`src/rtl/fp_frame_tx.sv`:
```
// fp_frame_tx
//   Buffers 8-bit converter results {S, E[2:0], F[3:0]} in a small circular
//   FIFO and sends each one as an 11-bit asynchronous serial frame:
//   start(0), 8 data bits LSB first, even parity, stop(1).
//
// Ports
//   clk         system clock, rising edge
//   rst         synchronous active-high reset
//   in_valid    converter result present
//   in_s/e/f    sign, exponent, significand of the result
//   in_ready    FIFO can accept a word (depends on fifo_count only)
//   tx          serial line, idle high, registered
//   busy        frame in progress
//   fifo_count  words currently buffered
//   frame_done  one-cycle pulse in the last cycle of each stop bit
module fp_frame_tx #(
  parameter int unsigned DEPTH    = 4,
  parameter int unsigned BAUD_DIV = 868
) (
  input  logic                     clk,
  input  logic                     rst,
  input  logic                     in_valid,
  input  logic                     in_s,
  input  logic [2:0]               in_e,
  input  logic [3:0]               in_f,
  output logic                     in_ready,
  output logic                     tx,
  output logic                     busy,
  output logic [$clog2(DEPTH):0]   fifo_count,
  output logic                     frame_done
);

  localparam int unsigned AW = $clog2(DEPTH);
  localparam int unsigned CW = AW + 1;
  localparam int unsigned BW = $clog2(BAUD_DIV);

  localparam logic [CW-1:0] FULL      = CW'(DEPTH);
  localparam logic [BW-1:0] BAUD_LAST = BW'(BAUD_DIV - 1);
  localparam logic [BW-1:0] BAUD_PRE  = BW'(BAUD_DIV - 2);

  typedef enum logic [2:0] {
    IDLE,
    START,
    DATA,
    PARITY,
    STOP
  } state_t;

  state_t         state;
  logic [7:0]     mem [DEPTH];
  logic [AW-1:0]  wr_ptr;
  logic [AW-1:0]  rd_ptr;
  logic [CW-1:0]  count;
  logic [BW-1:0]  baud_cnt;
  logic [2:0]     bit_idx;
  logic [7:0]     shreg;
  logic           parity_bit;

  logic [7:0]     in_byte;
  logic [7:0]     head;
  logic           push;
  logic           pop;

  assign in_byte    = {in_s, in_e, in_f};
  assign head       = mem[rd_ptr];
  assign in_ready   = (count != FULL);
  assign push       = in_valid && in_ready;
  assign fifo_count = count;

  // The FSM takes the head word when it leaves IDLE or when a stop bit ends;
  // both are gated on a non-empty FIFO so a pop can never underflow.
  always_comb begin
    pop = 1'b0;
    if (count != '0) begin
      case (state)
        IDLE:    pop = 1'b1;
        STOP:    pop = (baud_cnt == BAUD_LAST);
        default: pop = 1'b0;
      endcase
    end
  end

  // Storage has no reset; contents are meaningless while count is zero.
  always_ff @(posedge clk) begin
    if (!rst && push) begin
      mem[wr_ptr] <= in_byte;
    end
  end

  always_ff @(posedge clk) begin
    if (rst) begin
      wr_ptr <= '0;
      rd_ptr <= '0;
      count  <= '0;
    end else begin
      if (push) begin
        wr_ptr <= wr_ptr + 1'b1;
      end
      if (pop) begin
        rd_ptr <= rd_ptr + 1'b1;
      end
      case ({push, pop})
        2'b10:   count <= count + 1'b1;
        2'b01:   count <= count - 1'b1;
        default: count <= count;
      endcase
    end
  end

  // tx is loaded with the level of the upcoming bit on each bit boundary, so
  // the line changes on the same edge the state does.
  always_ff @(posedge clk) begin
    if (rst) begin
      state      <= IDLE;
      baud_cnt   <= '0;
      bit_idx    <= '0;
      shreg      <= '0;
      parity_bit <= 1'b0;
      tx         <= 1'b1;
      busy       <= 1'b0;
      frame_done <= 1'b0;
    end else begin
      frame_done <= 1'b0;
      case (state)
        IDLE: begin
          tx       <= 1'b1;
          busy     <= 1'b0;
          baud_cnt <= '0;
          bit_idx  <= '0;
          if (pop) begin
            shreg      <= head;
            parity_bit <= ^head;
            state      <= START;
            tx         <= 1'b0;
            busy       <= 1'b1;
          end
        end

        START: begin
          if (baud_cnt == BAUD_LAST) begin
            baud_cnt <= '0;
            bit_idx  <= '0;
            state    <= DATA;
            tx       <= shreg[0];
          end else begin
            baud_cnt <= baud_cnt + 1'b1;
          end
        end

        DATA: begin
          if (baud_cnt == BAUD_LAST) begin
            baud_cnt <= '0;
            if (bit_idx == 3'd7) begin
              state <= PARITY;
              tx    <= parity_bit;
            end else begin
              bit_idx <= bit_idx + 1'b1;
              shreg   <= shreg >> 1;
              tx      <= shreg[1];
            end
          end else begin
            baud_cnt <= baud_cnt + 1'b1;
          end
        end

        PARITY: begin
          if (baud_cnt == BAUD_LAST) begin
            baud_cnt <= '0;
            state    <= STOP;
            tx       <= 1'b1;
          end else begin
            baud_cnt <= baud_cnt + 1'b1;
          end
        end

        STOP: begin
          // Registered pulse: raised one cycle early so it lands on the
          // final stop-bit cycle.
          if (baud_cnt == BAUD_PRE) begin
            frame_done <= 1'b1;
          end
          if (baud_cnt == BAUD_LAST) begin
            baud_cnt <= '0;
            bit_idx  <= '0;
            if (pop) begin
              shreg      <= head;
              parity_bit <= ^head;
              state      <= START;
              tx         <= 1'b0;
            end else begin
              state <= IDLE;
              tx    <= 1'b1;
              busy  <= 1'b0;
            end
          end else begin
            baud_cnt <= baud_cnt + 1'b1;
          end
        end

        default: begin
          state    <= IDLE;
          baud_cnt <= '0;
          tx       <= 1'b1;
          busy     <= 1'b0;
        end
      endcase
    end
  end

endmodule

```
`config.mk`:
```
export PLATFORM = sky130hd
export DESIGN_NAME = fp_frame_tx
export DESIGN_NICKNAME = d
export VERILOG_FILES = /design/src/rtl/fp_frame_tx.sv
export SDC_FILE = /design/constraint.sdc
export NUM_CORES = 1
export LEC_CHECK = 0
export BUFFER_PORTS_ARGS = -buffer_cell sky130_fd_sc_hd__buf_2
export CAP_MARGIN = 20
export CORE_ASPECT_RATIO = 2
export CORE_UTILIZATION = 25
export DETAILED_ROUTE_END_ITERATION = 7
export GPL_TIMING_DRIVEN = 1
export HOLD_SLACK_MARGIN = 0.15
export PLACE_DENSITY = 0.48
export SLEW_MARGIN = 0
export SYNTH_ARGS = -nofsm -noshare
export SYNTH_HDL_FRONTEND = slang
export SYNTH_SLANG_ARGS = --single-unit
```
`constraint.sdc`:
```
create_clock -name clk -period 3.2 [get_ports clk]
set_input_delay 0.32 -clock clk [delete_from_list [all_inputs] [get_ports clk]]
set_output_delay 0.32 -clock clk [all_outputs]
set_load 0.01 [all_outputs]
```
==> results.sh, run 1 <==
export IMPL_outcome="finished, final reports clean"
export IMPL_path_max_fanout=8
export IMPL_slew_headroom_pct=59.1
export IMPL_dp_slack_ns=0.834
export IMPL_gp_congestion=0.747
export IMPL_hold_viol_final=0
export IMPL_cp_start_kind="flop"
export IMPL_syn_avg_cell_area_um2=12.4
export IMPL_grt_pass1_vias=2001
export IMPL_cts_resized=0
export IMPL_max_freq_mhz=420
export IMPL_drive_above_1_share_pct=19.9
export IMPL_ys_warn_count=0
export IMPL_first_pass_iters=4
export IMPL_postCtsSetupBuffers=0
export IMPL_pwr_share_seq_pct=38.0
export IMPL_finalMaxSlewViolations=0
export IMPL_async_flop_share_pct=0
export IMPL_hold_buffers=0
export IMPL_clock_skew_ns=0.00868
export IMPL_numCtsBuffers=9
export IMPL_row_count=57
export IMPL_ios=18
export IMPL_fin_crit_sh_pct=74.4
export IMPL_track_usage_pct=10.6
export IMPL_yosysUniqueCellTypes=53
export IMPL_setup_viol=0
export IMPL_multiInputGateArea_um2=1360
export IMPL_grt_pass1_wl_mm=10.2
export IMPL_max_stage_delay_ns=0.47
export IMPL_p_switching_uw=977
export IMPL_end_kind="flop"
export IMPL_peakVddDrop_mv=0.303
export IMPL_fin_setup_tns_ns=0
export IMPL_num_antenna_cells=0
export IMPL_routed_wl_mm=6.20
export IMPL_ys_flop_type="dfxtp_1"
export IMPL_ys_seq_area_share_pct=53.9
export IMPL_fin_crit_ns=2.38
export IMPL_core_area_um2=12200
export IMPL_required_ns=3.46
export IMPL_cts_root_buf="clkbuf_16"
export IMPL_clkTransAtPathRegs_ns=0.06
export IMPL_grt_max_degree=31
export IMPL_drc=0
export IMPL_die_area_um2=13100
export IMPL_worstPathArrival_ns=2.64
export IMPL_antenna_found_initial=0
export IMPL_wl_per_cell_um=14.7
export IMPL_vias_per_cell=4.62
export IMPL_p_comb_share_pct=28.6
export IMPL_die_h_um=161
export IMPL_synth_edf_count=32
export IMPL_critical_path_slowest_cell="nor4b_4"
export IMPL_synth_area_um2=3160
export IMPL_area_growth_synth_to_final_pct=16.2
export IMPL_overflow=0
export IMPL_detail_route_antenna_nets=0
export IMPL_drtIter0Drc=99
export IMPL_finish_net_count=292
export IMPL_setup_ws_ns=0.818
export IMPL_static_leakage_power_uw=0.00123
export IMPL_synth_seq_cells=69
export IMPL_hp_class="input port to flop"
export IMPL_dp_cells=407
export IMPL_h_tree_depth=3
export IMPL_clk_path_buf_depth=2
export IMPL_worst_slew_pin_slew_ns=0.614
export IMPL_tritoncts="done"
export IMPL_rsz0062_at_grt="no"
export IMPL_p_sw_share_pct=30.9
export IMPL_layoutNonFillerInstCount=423
export IMPL_clk_latency_ns=0.34
export IMPL_syn_num_nets=276
export IMPL_initial_utilization_pct=25.9
export IMPL_n_fill_cell=1248
export IMPL_critPathKind="flop to flop"
export IMPL_power_frac_clock_pct=33.3
export IMPL_die_w_um=81.5
export IMPL_synth_cells=255
export IMPL_cts_sinks=69
export IMPL_num_vias=1954
export IMPL_p_int_uw=2180
export IMPL_io_buffers=17
export IMPL_powerDensity_nw_per_um2=860
export IMPL_drv_cap=0
export IMPL_dpl_hpwl_mm=4.46
export IMPL_register_area_um2=1700
export IMPL_crit_path_cell_trace="nor4b_4 > nand3_4 > a21oi_4 > ha_1 > fa_1 > xnor2_1 > or3_1 > a21oi_1"
-- metal layers --
layer / share of wire, % / vias to the layer above / GRT usage [%]
met1: 37 / 966 / 10.8
met5: 0 / - / 0
met3: 1.6 / 9 / 2.03
met2: 59 / 14 / 19.1
li1: - / 965 / -
met4: 2.0 / 0 / 6.09
-- cells in the mapped netlist (3+ instances only) --
master | number | area (um2)
a21oi_1 | 18 | 90.1
a311oi_1 | 4 | 35.0
a311oi_2 | 4 | 60.1
and2_1 | 5 | 31.3
and3_1 | 3 | 18.8
buf_2 | 5 | 25.0
clkbuf_1 | 3 | 11.3
dfxtp_1 | 37 | 741
edfxtp_1 | 32 | 961
ha_1 | 9 | 113
inv_1 | 5 | 18.8
mux2i_1 | 8 | 80.1
mux4_2 | 8 | 180
nand2_1 | 11 | 41.3
nand2b_1 | 5 | 31.3
nand3_1 | 7 | 35.0
nor2_1 | 26 | 97.6
o21ai_0 | 3 | 15.0
xnor2_1 | 17 | 149
xor2_1 | 5 | 43.8
-- through the flow --
step	hold WS, ns	area [um2]	power, uW	utilization (%)
floorplan	0.419	3160	1960	-
global placement	0.458	3360	2130	27.5
detailed placement	0.468	3360	2150	27.5
CTS	0.192	3670	3220	30.1
global route	0.197	3670	3350	30.1
finish	0.199	3670	3160	30.1
-- area by class of cell --
| class | count | share of cell area, % |
|---|---|---|
| flip-flops and latches | 69 | 46.3 |
| multi-input cells | 168 | 37.0 |
| clock buffers | 9 | 6.13 |
| well taps | 147 | 5.01 |
| repair buffers | 18 | 2.52 |
| clock inverters | 7 | 2.45 |
| inverters | 5 | 0.511 |
-- power by group through the flow --
stage               combinational (uW)  sequential (uW)  clock [uW]
floorplan                          800             1160           0
detailed placement                 920             1230           0
global route                      1000             1230        1120
global placement                   913             1220           0
CTS                                925             1210        1080
finish                             904             1200        1050
-- registers in the layout, summed over array words and instances (netlist names), 2 cells and up, named ones only --
| signal | flops |
|---|---|
| bit_idx | 3 |
| wr_ptr | 2 |
| shreg | 8 |
| fifo_count | 3 |
| mem | 32 |
| baud_cnt | 10 |
| state | 3 |
| rd_ptr | 2 |
-- cell families after synthesis --
family / Yosys count / share of synthesized area (%)
xor gates and xnor gates: 22 / 6.10
buffers and inverters: 18 / 3.25
and+or+nand+nor: 76 / 13.5
adders and majority gates: 10 / 4.20
muxes: 16 / 8.24
AOI/OAI and AO/OA: 44 / 10.9
DFF: 69 / 53.9
-- final timing paths --
check / depth (start not counted) / startpoint / slack, ns / to
setup / recovery: 8 / baud_cnt[2]$_SDFF_PP0_ / 0.82 / fifo_count[2]$_SDFFE_PP0P_
hold / removal: 1 / in_e[0] / 0.20 / mem[1][4]$_DFFE_PP_
setup reg to reg: 8 / baud_cnt[2]$_SDFF_PP0_ / 0.82 / fifo_count[2]$_SDFFE_PP0P_
hold reg to reg: 2 / bit_idx[1]$_SDFFE_PP0P_ / 0.47 / bit_idx[1]$_SDFFE_PP0P_
-- cells in the final DEF, fill, tap and decap left out, types with 7 or more instances in the layout --
cell	instances
mux2i_1	8
dfxtp_1	37
mux4_2	8
edfxtp_1	32
nand2_1	11
clkbuf_16	9
buf_2	17
ha_1	9
a21oi_1	18
nand3_1	7
nor2_1	26
xnor2_1	17
-- worst max-delay path, delay by kind of cell, from the launching register on --
family	cells	cell delay (ns)
xor gates and xnor gates	1	0.07
AOI/OAI and AO/OA	2	0.44
DFF	1	0.38
and+or+nand+nor	3	0.98
adders and majority gates	2	0.44
No activity file was read; power rests on OpenSTA's default activity.
==> run 2, diff against run 1 <==
Settings changed: ABC_AREA set to 1, PLACE_DENSITY 0.48 to 0.5.
Clock period 3.2 ns to 2 ns, I/O delays scaled along.
==> results.sh, run 2 <==
export IMPL_crit_path_start="baud_cnt[0]$_SDFF_PP0_"
export IMPL_largest_register_ff_count=32
export IMPL_synth_cells=414
export IMPL_peakVddDrop_mv=0.849
export IMPL_track_usage_pct=12.2
export IMPL_p_switching_uw=2410
export IMPL_area_growth_synth_to_final_pct=24.7
export IMPL_async_flop_share_pct=0
export IMPL_p_comb_share_pct=42.7
export IMPL_clkTransAtPathRegs_ns=0.06
export IMPL_finalMaxSlewViolations=0
export IMPL_critPathKind="flop to flop"
export IMPL_muxShareOfSynthArea_pct=0
export IMPL_r2r_end="fifo_count[2]$_SDFFE_PP0P_"
export IMPL_yosys_area_share_simple_pct=30.7
export IMPL_overflow=0
export IMPL_largest_register="mem"
export IMPL_dpl_cell_area_um2=3760
export IMPL_top_regs="mem x32, baud_cnt x10, shreg x8"
export IMPL_cp_endpoint="fifo_count[2]$_SDFFE_PP0P_"
export IMPL_p_int_uw=3610
export IMPL_vias_per_cell=4.47
export IMPL_worstPathArrival_ns=2.12
export IMPL_detail_route_antenna_nets=0
export IMPL_routed_wl_mm=7.79
export IMPL_static_leakage_power_uw=0.00177
export IMPL_syn_avg_cell_area_um2=8.13
export IMPL_synth_compound_gate_area_share_pct=7.70
export IMPL_synth_area_um2=3370
export IMPL_rsz0062_at_grt="no"
export IMPL_layout_common_cells="nand2_1 (144), nand3_1 (36), dfxtp_1 (35)"
export IMPL_end_kind="flop"
export IMPL_syn_num_nets=435
export IMPL_finish_net_count=486
export IMPL_r2r_start="baud_cnt[0]$_SDFF_PP0_"
export IMPL_num_antenna_cells=0
export IMPL_outcome="finished, final reports clean"
export IMPL_total_power_uw=6010
export IMPL_synth_top_family_by_area="simple AND/OR/NAND/NOR gates"
export IMPL_layout_commonest_cell="nand2_1"
export IMPL_ys_warn_count=0
export IMPL_drv_cap=0
export IMPL_initial_utilization_pct=25.8
export IMPL_drc=0
export IMPL_grt_pass1_vias=2858
export IMPL_n_fill_cell=1333
export IMPL_hp_class="input port to flop"
export IMPL_fin_area_um2=4200
export IMPL_h_tree_depth=3
export IMPL_die_h_um=166
export IMPL_rr_worst_depth=11
export IMPL_synth_edf_count=32
export IMPL_synth_most_common_cell="nand2_1"
export IMPL_numCtsBuffers=9
export IMPL_cts_root_buf="clkbuf_16"
export IMPL_core_area_um2=13100
export IMPL_gp_congestion=0.818
export IMPL_ys_top_cells_by_area="edfxtp_1 (29%), dfxtp_1 (22%), nand2_1 (16%), nand3_1 (5.4%), a21oi_1 (3.7%)"
export IMPL_power_frac_clock_pct=26.2
export IMPL_fin_crit_sh_pct=92.8
export IMPL_drive_above_1_share_pct=17.9
export IMPL_wl_per_cell_um=12.5
export IMPL_ys_top_cells_by_count="nand2_1 (146), dfxtp_1 (37), nand3_1 (36)"
export IMPL_ios=18
export IMPL_p_sw_share_pct=40.0
export IMPL_die_w_um=84.0
export IMPL_num_vias=2782
export IMPL_worst_slew_pin_slew_ns=0.433
export IMPL_ys_flop_type="dfxtp_1"
export IMPL_first_pass_iters=4
export IMPL_path_max_fanout=4
export IMPL_synth_seq_cells=69
export IMPL_row_count=59
export IMPL_max_freq_mhz=539
export IMPL_synth_area_leader_cell="edfxtp_1"
export IMPL_regToRegSetupSlack_ns=0.14
export IMPL_grt_pass1_wl_mm=13.1
export IMPL_antenna_found_initial=0
export IMPL_clk_latency_ns=0.33
export IMPL_pwr_share_seq_pct=31.1
export IMPL_drtIter0Drc=127
export IMPL_clk_path_buf_depth=2
export IMPL_io_buffers=17
export IMPL_cts_sinks=69
export IMPL_yosysUniqueCellTypes=35
export IMPL_fin_setup_tns_ns=0
export IMPL_slew_headroom_pct=70.9
export IMPL_dpl_hpwl_mm=5.58
export IMPL_fin_crit_ns=1.86
export IMPL_cp_start_kind="flop"
export IMPL_powerDensity_nw_per_um2=1430
export IMPL_ys_seq_area_share_pct=50.6
export IMPL_tritoncts="done"
export IMPL_grt_max_degree=19
export IMPL_clock_skew_ns=0.00475
export IMPL_hold_viol_final=0
export IMPL_yosys_area_top_type_share_pct=28.6
export IMPL_die_area_um2=14000
export IMPL_required_ns=2.26
export IMPL_yosys_area_share_adder_pct=3.94
export IMPL_synth_xor_xnor_area_share_pct=1.30
export IMPL_setup_viol=0
[run 2: cell types whose count changed after synthesis, sizes merged, moves of 8 or more]
cell	change
inv	+32
nand3	+32
xnor2	-15
nand2	+140
o21ai	+16
a311oi	-8
mux2i	-8
mux4	-8
[run 2: how the worst min path moves through the flow]
stage / start / slack [ns] / cells past startpoint / endpoint
after floorplan: rst / 0.27 / 1 / shreg[7]$_SDFFE_PP0P_
after global placement: in_f[0] / 0.41 / 1 / mem[1][0]$_DFFE_PP_
after detailed placement: in_f[3] / 0.42 / 1 / mem[1][3]$_DFFE_PP_
after CTS: rst / 0.24 / 2 / fifo_count[0]$_SDFFE_PP0P_
after global routing: rst / 0.24 / 2 / fifo_count[0]$_SDFFE_PP0P_
final: in_valid / 0.24 / 3 / wr_ptr[0]$_SDFFE_PP0P_
[run 2: logic make-up after synthesis]
family                   after synthesis
XOR/XNOR                               5
AND/OR/NAND/NOR                      235
buffers and inverters                 47
adder cells (fa/ha/maj)               10
AO/OA/AOI/OAI                         48
flip-flops                            69
[run 2: final cells by class]
class                   count  area (um2)  share of cell area, %
flip-flops and latches     69        1700                   40.6
multi-input cells         298        1510                   36.0
repair buffers             49         345                   8.23
clock buffers               9         225                   5.37
well taps                 152         190                   4.53
inverters                  38         148                   3.52
clock inverters             7        75.1                   1.79
[run 2: power groups by stage]
stage                     Sequential [uW]  Clock (uW)  Combinational [uW]
after floorplan                      1890           0                1760
after global placement               1890           0                2440
after detailed placement             1900           0                2480
after CTS                            1870        1610                2500
after global routing                 1900        1660                2940
final                                1870        1580                2570
[run 2: metrics by stage]
| step | hold slack, ns | std cells | utilization [%] | setup WS, ns |
|---|---|---|---|---|
| floorplan | 0.269 | 414 | - | 0.0109 |
| global placement | 0.415 | 596 | 28.8 | 0.0519 |
| detailed placement | 0.417 | 596 | 28.8 | 0.0433 |
| CTS | 0.239 | 620 | 31.7 | 0.0250 |
| global route | 0.241 | 622 | 32.1 | 0.00323 |
| finish | 0.236 | 622 | 32.1 | 0.143 |
[run 2: critical path, stage by stage (launching register included)]
cell	delay, ns
dfxtp_1	0.33
ha_2	0.21
nand3_2	0.07
nand2_2	0.07
nand3_4	0.07
clkinv_4	0.06
ha_4	0.17
fa_2	0.36
a21oi_2	0.12
o21a_1	0.13
o21ai_0	0.07
a21oi_1	0.12
[run 2: routing by layer]
| layer | track usage [%] | part of all wire [%] |
|---|---|---|
| met5 | 0 | 0 |
| met4 | 7.35 | 2.5 |
| met3 | 2.14 | 2.9 |
| met2 | 23.2 | 56 |
| met1 | 12.0 | 38 |
[run 2: what timing repair did]
action | CTS | global route
setup endpoints to repair | 0 | 2
setup buffers | 0 | 2
hold buffers | 8 | 0
resized for setup | 0 | 11
hold endpoints to repair | 32 | 0
==> run 3, diff against run 2 <==
Settings changed: CORE_ASPECT_RATIO 2 to 0.9, HOLD_SLACK_MARGIN 0.15 to unset.
==> results.sh, run 3 (synthesis results as in run 2) <==
export IMPL_outcome="finished, final reports clean"
export IMPL_ios=18
export IMPL_clk_path_buf_depth=2
export IMPL_end_kind="flop"
export IMPL_max_freq_mhz=534
export IMPL_clkTransAtPathRegs_ns=0.06
export IMPL_vias_per_cell=4.38
export IMPL_fin_crit_sh_pct=93.7
export IMPL_cp_start_kind="flop"
export IMPL_worst_slew_pin_slew_ns=0.469
export IMPL_numCtsBuffers=9
export IMPL_crit_path_cell_trace="inv_2 > nand2_2 > nor2_4 > nand2_4 > nand3_4 > clkinv_4 > ha_2 > fa_2 > a21oi_2 > o21a_1 > o21ai_1 > a21oi_1"
export IMPL_routed_wl_mm=7.27
export IMPL_h_tree_depth=3
export IMPL_worstPathArrival_ns=2.14
export IMPL_top_regs="mem x32, baud_cnt x10, shreg x8"
export IMPL_num_antenna_cells=0
export IMPL_drv_cap=0
export IMPL_track_usage_pct=11.0
export IMPL_hp_class="input port to flop"
export IMPL_antenna_found_initial=0
export IMPL_grt_max_degree=19
export IMPL_total_power_uw=5800
export IMPL_n_fill_cell=1330
export IMPL_wl_per_cell_um=11.6
export IMPL_row_count=39
export IMPL_peakVddDrop_mv=0.747
export IMPL_drive_above_1_share_pct=18.5
export IMPL_clock_skew_ns=0.00587
export IMPL_hold_viol_final=0
export IMPL_max_stage_delay_ns=0.35
export IMPL_first_pass_iters=4
export IMPL_finish_net_count=480
export IMPL_layoutNonFillerInstCount=628
export IMPL_finalMaxSlewViolations=0
export IMPL_critical_path_slowest_cell="fa_2"
export IMPL_die_w_um=124
export IMPL_setup_viol=0
export IMPL_critPathKind="flop to flop"
export IMPL_tritoncts="done"
export IMPL_clk_latency_ns=0.33
export IMPL_dp_cells=611
export IMPL_layout_commonest_cell="nand2_1"
export IMPL_rsz0062_at_grt="yes"
export IMPL_die_h_um=112
export IMPL_slew_headroom_pct=68.7
export IMPL_die_area_um2=13900
export IMPL_path_max_fanout=4
export IMPL_core_area_um2=12900
export IMPL_dpl_hpwl_mm=5.25
export IMPL_fin_crit_ns=1.87
export IMPL_drtIter0Drc=137
export IMPL_initial_utilization_pct=26.0
export IMPL_area_growth_synth_to_final_pct=22.2
export IMPL_grt_pass1_vias=2640
export IMPL_layout_common_cells="nand2_1 (145), nand3_1 (36), dfxtp_1 (35)"
export IMPL_powerDensity_nw_per_um2=1410
export IMPL_cts_sinks=69
export IMPL_largest_register_ff_count=32
export IMPL_static_leakage_power_uw=0.00174
export IMPL_num_vias=2749
export IMPL_largest_register="mem"
export IMPL_overflow=0
export IMPL_required_ns=2.27
export IMPL_cts_root_buf="clkbuf_16"
export IMPL_gp_congestion=0.831
export IMPL_fin_setup_tns_ns=0
export IMPL_io_buffers=17
export IMPL_detail_route_antenna_nets=0
export IMPL_drc=0
export IMPL_grt_pass1_wl_mm=12.2
[run 3: cell types whose count changed in the layout (fill, tap and decap cells not counted), moves of 2 or more]
cell | previous run | this run
o21ai_1 | 3 | 5
o21ai_0 | 16 | 14
dlygate4sd3_1 | 8 | 0
buf_4 | 24 | 26
[run 3: timing repair]
action,CTS,global route
hold buffers,0,0
gates resized for setup,1,11
pin swaps,0,4
endpoints found under the setup margin,1,2
setup buffers,0,1
[run 3: final cells by class]
class	instances	area (um2)	share of cell area (%)
Sequential cell	69	1700	41.4
Multi-Input combinational cell	298	1500	36.4
Timing Repair Buffer	43	280	6.82
Clock buffer	10	229	5.57
Tap cell	164	205	4.99
Inverter	38	148	3.59
Clock inverter	6	47.5	1.16
[run 3: critical path: cells and delay by family, from the launching register on]
family | cells | cell delay, ns
adders and majority gates | 2 | 0.54
buffers and inverters | 2 | 0.11
and+or+nand+nor | 4 | 0.39
AOI/OAI and AO/OA | 4 | 0.45
DFF | 1 | 0.31
[run 3: layer usage]
metal / track usage [%] / up-vias / share of wire [%]
met4: 6.99 / 0 / 2.3
met2: 17.8 / 37 / 47
li1: - / 1447 / -
met3: 1.43 / 10 / 2.5
met1: 13.9 / 1255 / 49
met5: 0 / - / 0
[run 3: path summary, 6_finish.rpt]
kind                                              start  depth (start not counted)  slack [ns]                    endpoint
worst min-delay path                               in_s                          1        0.08         mem[1][7]$_DFFE_PP_
worst min register to register  bit_idx[2]$_SDFFE_PP0P_                          2        0.45     bit_idx[2]$_SDFFE_PP0P_
worst max-delay path              state[0]$_SDFFE_PP0P_                         12        0.13  fifo_count[2]$_SDFFE_PP0P_
worst max register to register    state[0]$_SDFFE_PP0P_                         12        0.13  fifo_count[2]$_SDFFE_PP0P_
[run 3: metrics by stage]
stage          setup slack, ns  hold slack, ns  util (%)  cell area [um2]
2_1_floorplan           0.0109           0.269         -             3370
3_3_place_gp            0.0477           0.414      29.4             3800
3_5_place_dp           -0.0154           0.419      29.4             3800
4_1_cts                0.00813          0.0640      31.6             4080
5_1_grt                -0.0212          0.0700      31.8             4110
6_report                 0.126          0.0778      31.8             4110
[run 3: power breakdown]
| part | switching, uW | total, uW | internal (uW) | leakage [uW] |
|---|---|---|---|---|
| registers | 142 | 1870 | 1730 | 0.000594 |
| logic | 1570 | 2460 | 898 | 0.00101 |
| clock network | 617 | 1470 | 849 | 0.000133 |
| total | 2320 | 5800 | 3480 | 0.00174 |
